===== src/rtl/pulse_stretcher.sv =====
// Pulse stretcher: every rising edge of pulse_in becomes a HOLD_CYCLES-wide
// high level on stretched_out. Pulses are spaced by GAP_CYCLES and up to PEND_MAX events can wait in a queue.
module pulse_stretcher #(
  parameter int HOLD_CYCLES = 63,
  parameter int GAP_CYCLES  = 8,
  parameter int PEND_MAX    = 3
) (
  input  logic       clk,
  input  logic       reset,
  input  logic       pulse_in,
  input  logic       clear,
  output logic       stretched_out,
  output logic       busy,
  output logic [1:0] pending,
  output logic       overflow,
  output logic       done
);

  localparam logic [7:0] HOLD_LAST = 8'(HOLD_CYCLES - 1);
  localparam logic [7:0] GAP_LAST  = 8'(GAP_CYCLES - 1);
  localparam logic [1:0] PEND_LIM  = 2'(PEND_MAX);

  typedef enum logic [1:0] {S_IDLE, S_HOLD, S_GAP} state_t;

  state_t     r_state, w_state_next;
  logic [7:0] r_cnt, w_cnt_next;
  logic [1:0] r_pend, w_pend_next;
  logic       r_ovf, w_ovf_next;
  logic       r_done, w_done_next;
  logic       r_prev;
  logic       w_event;

  assign w_event = pulse_in & ~r_prev;

  always_ff @(posedge clk or negedge reset) begin
    if (!reset) begin
      r_state <= S_IDLE;
      r_cnt   <= 8'd0;
      r_pend  <= 2'd0;
      r_ovf   <= 1'b0;
      r_done  <= 1'b0;
      r_prev  <= 1'b0;
    end else begin
      r_state <= w_state_next;
      r_cnt   <= w_cnt_next;
      r_pend  <= w_pend_next;
      r_ovf   <= w_ovf_next;
      r_done  <= w_done_next;
      r_prev  <= pulse_in;
    end
  end

  always_comb begin
    w_state_next = r_state;
    w_cnt_next   = r_cnt;
    w_pend_next  = r_pend;
    w_ovf_next   = r_ovf;
    w_done_next  = 1'b0;
    if (clear) begin
      w_state_next = S_IDLE;
      w_cnt_next   = 8'd0;
      w_pend_next  = 2'd0;
      w_ovf_next   = 1'b0;
    end else begin
      case (r_state)
        S_IDLE: begin
          if (w_event) begin
            w_state_next = S_HOLD;
            w_cnt_next   = 8'd0;
          end
        end
        S_HOLD: begin
          if (r_cnt == HOLD_LAST) begin
            w_state_next = S_GAP;
            w_cnt_next   = 8'd0;
            w_done_next  = 1'b1;
          end else begin
            w_cnt_next = r_cnt + 8'd1;
          end
          if (w_event) begin
            if (r_pend < PEND_LIM) w_pend_next = r_pend + 2'd1;
            else                   w_ovf_next  = 1'b1;
          end
        end
        S_GAP: begin
          if (r_cnt == GAP_LAST) begin
            w_cnt_next = 8'd0;
            // A new event here either replaces the dequeued one or starts directly.
            if (r_pend != 2'd0) begin
              w_state_next = S_HOLD;
              w_pend_next  = w_event ? r_pend : r_pend - 2'd1;
            end else if (w_event) begin
              w_state_next = S_HOLD;
            end else begin
              w_state_next = S_IDLE;
            end
          end else begin
            w_cnt_next = r_cnt + 8'd1;
            if (w_event) begin
              if (r_pend < PEND_LIM) w_pend_next = r_pend + 2'd1;
              else                   w_ovf_next  = 1'b1;
            end
          end
        end
        default: begin
          w_state_next = S_IDLE;
          w_cnt_next   = 8'd0;
        end
      endcase
    end
  end

  assign stretched_out = (r_state == S_HOLD);
  assign busy          = (r_state != S_IDLE);
  assign pending       = r_pend;
  assign overflow      = r_ovf;
  assign done          = r_done;

endmodule


===== config.mk =====
export PLATFORM = sky130hd
export DESIGN_NAME = pulse_stretcher
export DESIGN_NICKNAME = d
export VERILOG_FILES = /design/src/rtl/pulse_stretcher.sv
export SDC_FILE = /design/constraint.sdc
export NUM_CORES = 1
export LEC_CHECK = 0
export ABC_AREA = 1
export CORE_UTILIZATION = 55
export DETAILED_ROUTE_END_ITERATION = 10
export HOLD_SLACK_MARGIN = 0.15
export PLACE_DENSITY = 0.77
export SLEW_MARGIN = 25
export SYNTH_ARGS = -nofsm -noshare
export SYNTH_HDL_FRONTEND = slang
export SYNTH_SLANG_ARGS = --single-unit

===== constraint.sdc =====
create_clock -name clk -period 2.2 [get_ports clk]
set_clock_uncertainty 0.1 [all_clocks]
set_input_delay 0.44 -clock clk [delete_from_list [all_inputs] [get_ports clk]]
set_output_delay 0.44 -clock clk [all_outputs]
set_load 0.02 [all_outputs]

# Word level (Yosys, flattened, before mapping)
# Cells that the tools add are included.
[classes] n_reduce_logical=7 addsub=3 n_eq_ne=10 magnitude_cmp=1 bitwise_logic=2 n_mux=27
[ops] cell="$mux 8" count=4
[ops] cell="$pmux 8 s3" count=1
[ops] cell="$mux 2" count=10
[ops] cell="$mux 1" count=9
[ops] cell="$ne 3x3->1 const B" count=3
[ops] cell="$add 8x1->8 const B" count=1
[ops] cell="$eq 8x3->1 const B" count=1
[ops] cell="$eq 8x6->1 const B" count=1
[ops] cell="$ne 4x4->1 const B" count=2
[ops] cell="$pmux 2 s3" count=1
[ops] cell="$reduce_and 3->1" count=2
[ops] cell="$pmux 2 s2" count=1
[ops] cell="$reduce_bool 2->1" count=2
[ops] cell="$ne 3x2->1 const B" count=1
[ops] cell="$reduce_bool 3->1" count=1
[ops] cell="$add 2x1->2 const B" count=1
[ops] cell="$eq 2x1->1 const B" count=1
[ops] cell="$eq 2x2->1 const B" count=1
[ops] cell="$logic_not 2->1" count=1
[ops] cell="$lt 2x2->1 const B" count=1
[ops] cell="$pmux 1 s2" count=1
[ops] cell="$reduce_and 2->1" count=1
[ops] cell="$sub 2x1->2 const B" count=1
[ops] cell="$and 1x1->1" count=1
[ops] cell="$not 1->1" count=1
[totals] reg_bits=15 output_inout_bits=6 wordCells=56

# Logic depth before layout (Yosys ltp)
# Gate-level depths: netlist of run 1.
[depth] depth_word=7 depth_mapped=9 depth_no_buf=9

# Worst setup path after synthesis of run 1
# Ideal clock, no wire load.
[synth_path] path_kind="reg2reg" startpoint="register r_pend[0], in the netlist pending[0]" endpoint="register r_pend[1], in the netlist pending[1]" path_stages_with_launch=10 path_buffers=0 t_required_ps=1983 period_less_slack_ps=1433 setup_time_ps=117 path_slack_ps=767 arrival_time_ps=1216 cell_sequence="dfrtp_1 inv_1 ha_1 inv_1 a21oi_1 nand3_1 nand2_2 inv_1 nand2_1 nand2_1"
[synth_via] elab_chain_cells=6 word_cells_on_any_way=13
[synth_rtl] item="start: declaration" line="27" source="logic [1:0] r_pend, w_pend_next;"
[synth_rtl] item="start signal: assignment" line="46" source="r_pend <= w_pend_next;"
[synth_rtl] item="$add 2x1->2 (tied with other cells)" line="81, 100"
[synth_rtl] item="$mux 2 (on tied branches)" line="81, 100, 91"
[synth_rtl] item="$mux 2 (on tied branches)" line="99, 89"
[synth_rtl] item="$mux 2" line="86" source="if (r_cnt == GAP_LAST) begin"
[synth_rtl] item="$pmux 2 s2" line="65" source="case (r_state)"
[synth_rtl] item="$mux 2" line="59" source="if (clear) begin"
# Parallel ways exist; a longest one is shown, timed or not. The select of a mux whose other input is x is not followed.
# A chain may end at the register's enable or synchronous reset.

# Worst setup path after layout of run 1
[layout_path] startpoint="register r_state[0]" endpoint="output busy"
[layout_via] elab_chain_cells=1
[layout_rtl] item="start: declaration" line="25" source="state_t r_state, w_state_next;"
[layout_rtl] item="start signal: assignment" line="44" source="r_state <= w_state_next;"
[layout_rtl] item="$reduce_bool 2->1" line="114" source="assign busy = (r_state != S_IDLE);"
[layout_rtl] item="end: declaration" line="13" source="output logic busy,"
# Every way passes these cells.

==> metrics.md, run 1 <==
| Metric | Value |
|---|---|
| Commonest non-fill, non-tap cell in the layout | nand2_1 |
| Fin. Hold Viols | 0 |
| Drt first pass iters | 4 |
| Post-layout util | 68.4% |
| Slew headroom | 55.2% |
| Fin cells | 179 |
| Worst Path Arrival | 1.40 ns |
| Post-synthesis sequential area ratio | 35.2% |
| Largest net degree at the start of global routing | 16 |
| Area grow syn2layout | 13.3% |
| Final slew viol count | 0 |
| Routed Antenna Nets | 0 |
| Crit path max fanout | 4 |
| CTS tree | done |
| Outcome | finished clean |
| Vias/cell | 5.11 |
| Internal reg-to-reg setup slack | 0.59 ns |
| Global Route Usage Sum | 23.6% |
| Port buffer count | 9 |
| MaxCap Viol Count | 0 |
| Layout cell share with drive strength beyond 1 | 9.09% |
| DP Cell Count | 175 |
| Antenna violations before repair | 0 |
| RePlAce Congestion | 0.838 |
| # IOs | 10 |
| DRC Markers | 0 |
| Fmax | 0.515 GHz |
| Grt ovf | 0 |
| Synth cell types | 23 |
| Pre-CTS setup slack | 0.240 ns |
| Initial core utilization | 60.4% |
| First-pass GRT wire length | 3510 um |
| Worst Path Required | 1.66 ns |
| Skew-Pair Late Insertion Delay | 0.28 ns |
| # fillers | 158 |
| Chip width | 46.0 um |
| Synth Register Bits | 15 |
| Rows | 15 |
| N_diodes | 0 |
| WS Path Type | flip-flop to output pin |
| Bufs on Longest Clock Path | 2 |
| Post-Synthesis Cells | 142 |
| Hold depth | 2 |
| Num CTS Buffers | 3 |
| Via count | 915 |
| Clock root buffer | clkbuf_4 |
| Fin crit share | 88.3% |
| Ys Warns | 0 |
| Detail Placement HPWL | 1560 um |
| Startpoint types | flip-flop |
| Setup TNS | 0 ns |
| Die Area | 0.00212 mm2 |
| Vias in the first global route | 799 |
| Clock slew at reported path FFs | 0.09 ns |
| Worst hold slack | 0.436 ns |
| Total core area | 0.00176 mm2 |
| DR WL/cell | 11.2 um |
| Initial detailed-routing violation count | 34 |
| FF-to-FF path depth | 8 |
| Htree depth | 1 |
| Post-route setup slack | 0.257 ns |
| Synthesized area per cell | 7.51 um2 |
| Leakage | 0.000615 uW |
| Power Dens Cells | 664 mW/mm2 |
| Slew @ Worst Pin | 0.670 ns |
| Post-Syn Area | 0.00107 mm2 |
| Die height | 46.0 um |
| Post-synthesis net count | 157 |
| Final WL | 2000 um |
| Crit path capture type | output pin |
| Num Clock Sinks | 15 |
| Most frequent cells in the layout | nand2_1 (37), inv_1 (21), nand3_1 (16) |
| RSZ-0062 raised after global routing | false |
| Hold Crit Class | flip-flop to flip-flop |
| Net count, final | 170 |
| Final setup violating endpoints | 0 |
| Crit path time final | 1.94 ns |
| Maximum VDD drop | 0.441 mV |
==> flip-flops by register name (all words and copies together) (netlist names) <==
signal    cells
r_state       2
pending       2
r_cnt         8
r_prev        1
overflow      1
done          1
==> report_power, final <==
group          internal, uW  leakage [uW]  switching, uW
logic                   117      0.000395            201
registers               296      0.000205           25.7
clock network          70.4     0.0000150           91.4
==> per-layer routing <==
metal / GRT usage (%) / routed length (um)
met1: 31.4 / 958
met2: 37.5 / 928
met3: 5.95 / 97
met4: 7.06 / 14
met5: 0 / 0
==> what timing repair did <==
action	4_1_cts	5_1_grt
setup buffers	0	0
resized for setup	1	1
setup endpoints to repair	1	1
cloned	0	0
hold buffers	0	0
==> cell usage after synthesis, drive strengths merged <==
| cell | instances | area, um2 |
|---|---|---|
| nand4 | 3 | 18.8 |
| or2 | 1 | 6.26 |
| nor3 | 1 | 10.0 |
| nand3 | 17 | 97.6 |
| nand2 | 39 | 151 |
| o21bai | 1 | 7.51 |
| dfrtp | 15 | 375 |
| xor2 | 3 | 26.3 |
| clkbuf | 1 | 3.75 |
| ha | 11 | 138 |
| nor2 | 10 | 47.6 |
| o21ai | 5 | 25.0 |
| buf | 1 | 11.3 |
| inv | 23 | 88.8 |
| a21oi | 11 | 58.8 |
==> layout make-up <==
| cell class | count | area [um2] | area share (%) |
|---|---|---|---|
| flip-flops and latches | 15 | 375 | 31.1 |
| well taps | 25 | 31.3 | 2.59 |
| repair buffers | 10 | 98.8 | 8.19 |
| multi-input cells | 102 | 587 | 48.6 |
| inverters | 23 | 88.8 | 7.36 |
| clock buffers | 4 | 26.3 | 2.18 |
==> metrics by stage <==
step | total power, uW | instance area [um2]
floorplan | 561 | 1070
global placement | 653 | 1180
detailed placement | 657 | 1180
CTS | 811 | 1200
global route | 872 | 1210
finish | 802 | 1210
==> critical path, cell delays in order (launching register included) <==
cell	delay [ns]
dfrtp_1	0.40
inv_1	0.07
ha_1	0.24
inv_1	0.08
dlygate4sd2_1	0.33
==> worst paths after layout <==
path | start | end
setup reg to reg | r_cnt[0] | r_state[0]
min in group asynchronous | reset | r_cnt[5]
hold reg to reg | r_state[1] | r_state[1]
setup / recovery | r_state[0] | busy
hold / removal | r_state[1] | r_state[1]
max in group asynchronous | reset | done
==> logic make-up (layout without fill, tap and decap cells) <==
family / count (synthesis) / count (layout) / synth area share (%)
simple gates: 71 / 71 / 31.1
compound gates: 17 / 17 / 8.57
flops: 15 / 15 / 35.2
xor+xnor: 3 / 3 / 2.47
buf+inv: 25 / 37 / 9.74
fa+ha+maj: 11 / 11 / 12.9
Power figures use the tool's default switching activity.
==> run 2: changes to the inputs <==
--- a/config.mk
+++ b/config.mk
@@ -7,8 +7,8 @@
 export LEC_CHECK = 0
 export ABC_AREA = 1
 export CORE_UTILIZATION = 55
+export CTS_CLUSTER_SIZE = 8
 export DETAILED_ROUTE_END_ITERATION = 10
-export HOLD_SLACK_MARGIN = 0.15
 export PLACE_DENSITY = 0.77
 export SLEW_MARGIN = 25
 export SYNTH_ARGS = -nofsm -noshare
==> results of run 2 <==
Final layout, timing and power as in run 1 (identical DEF).
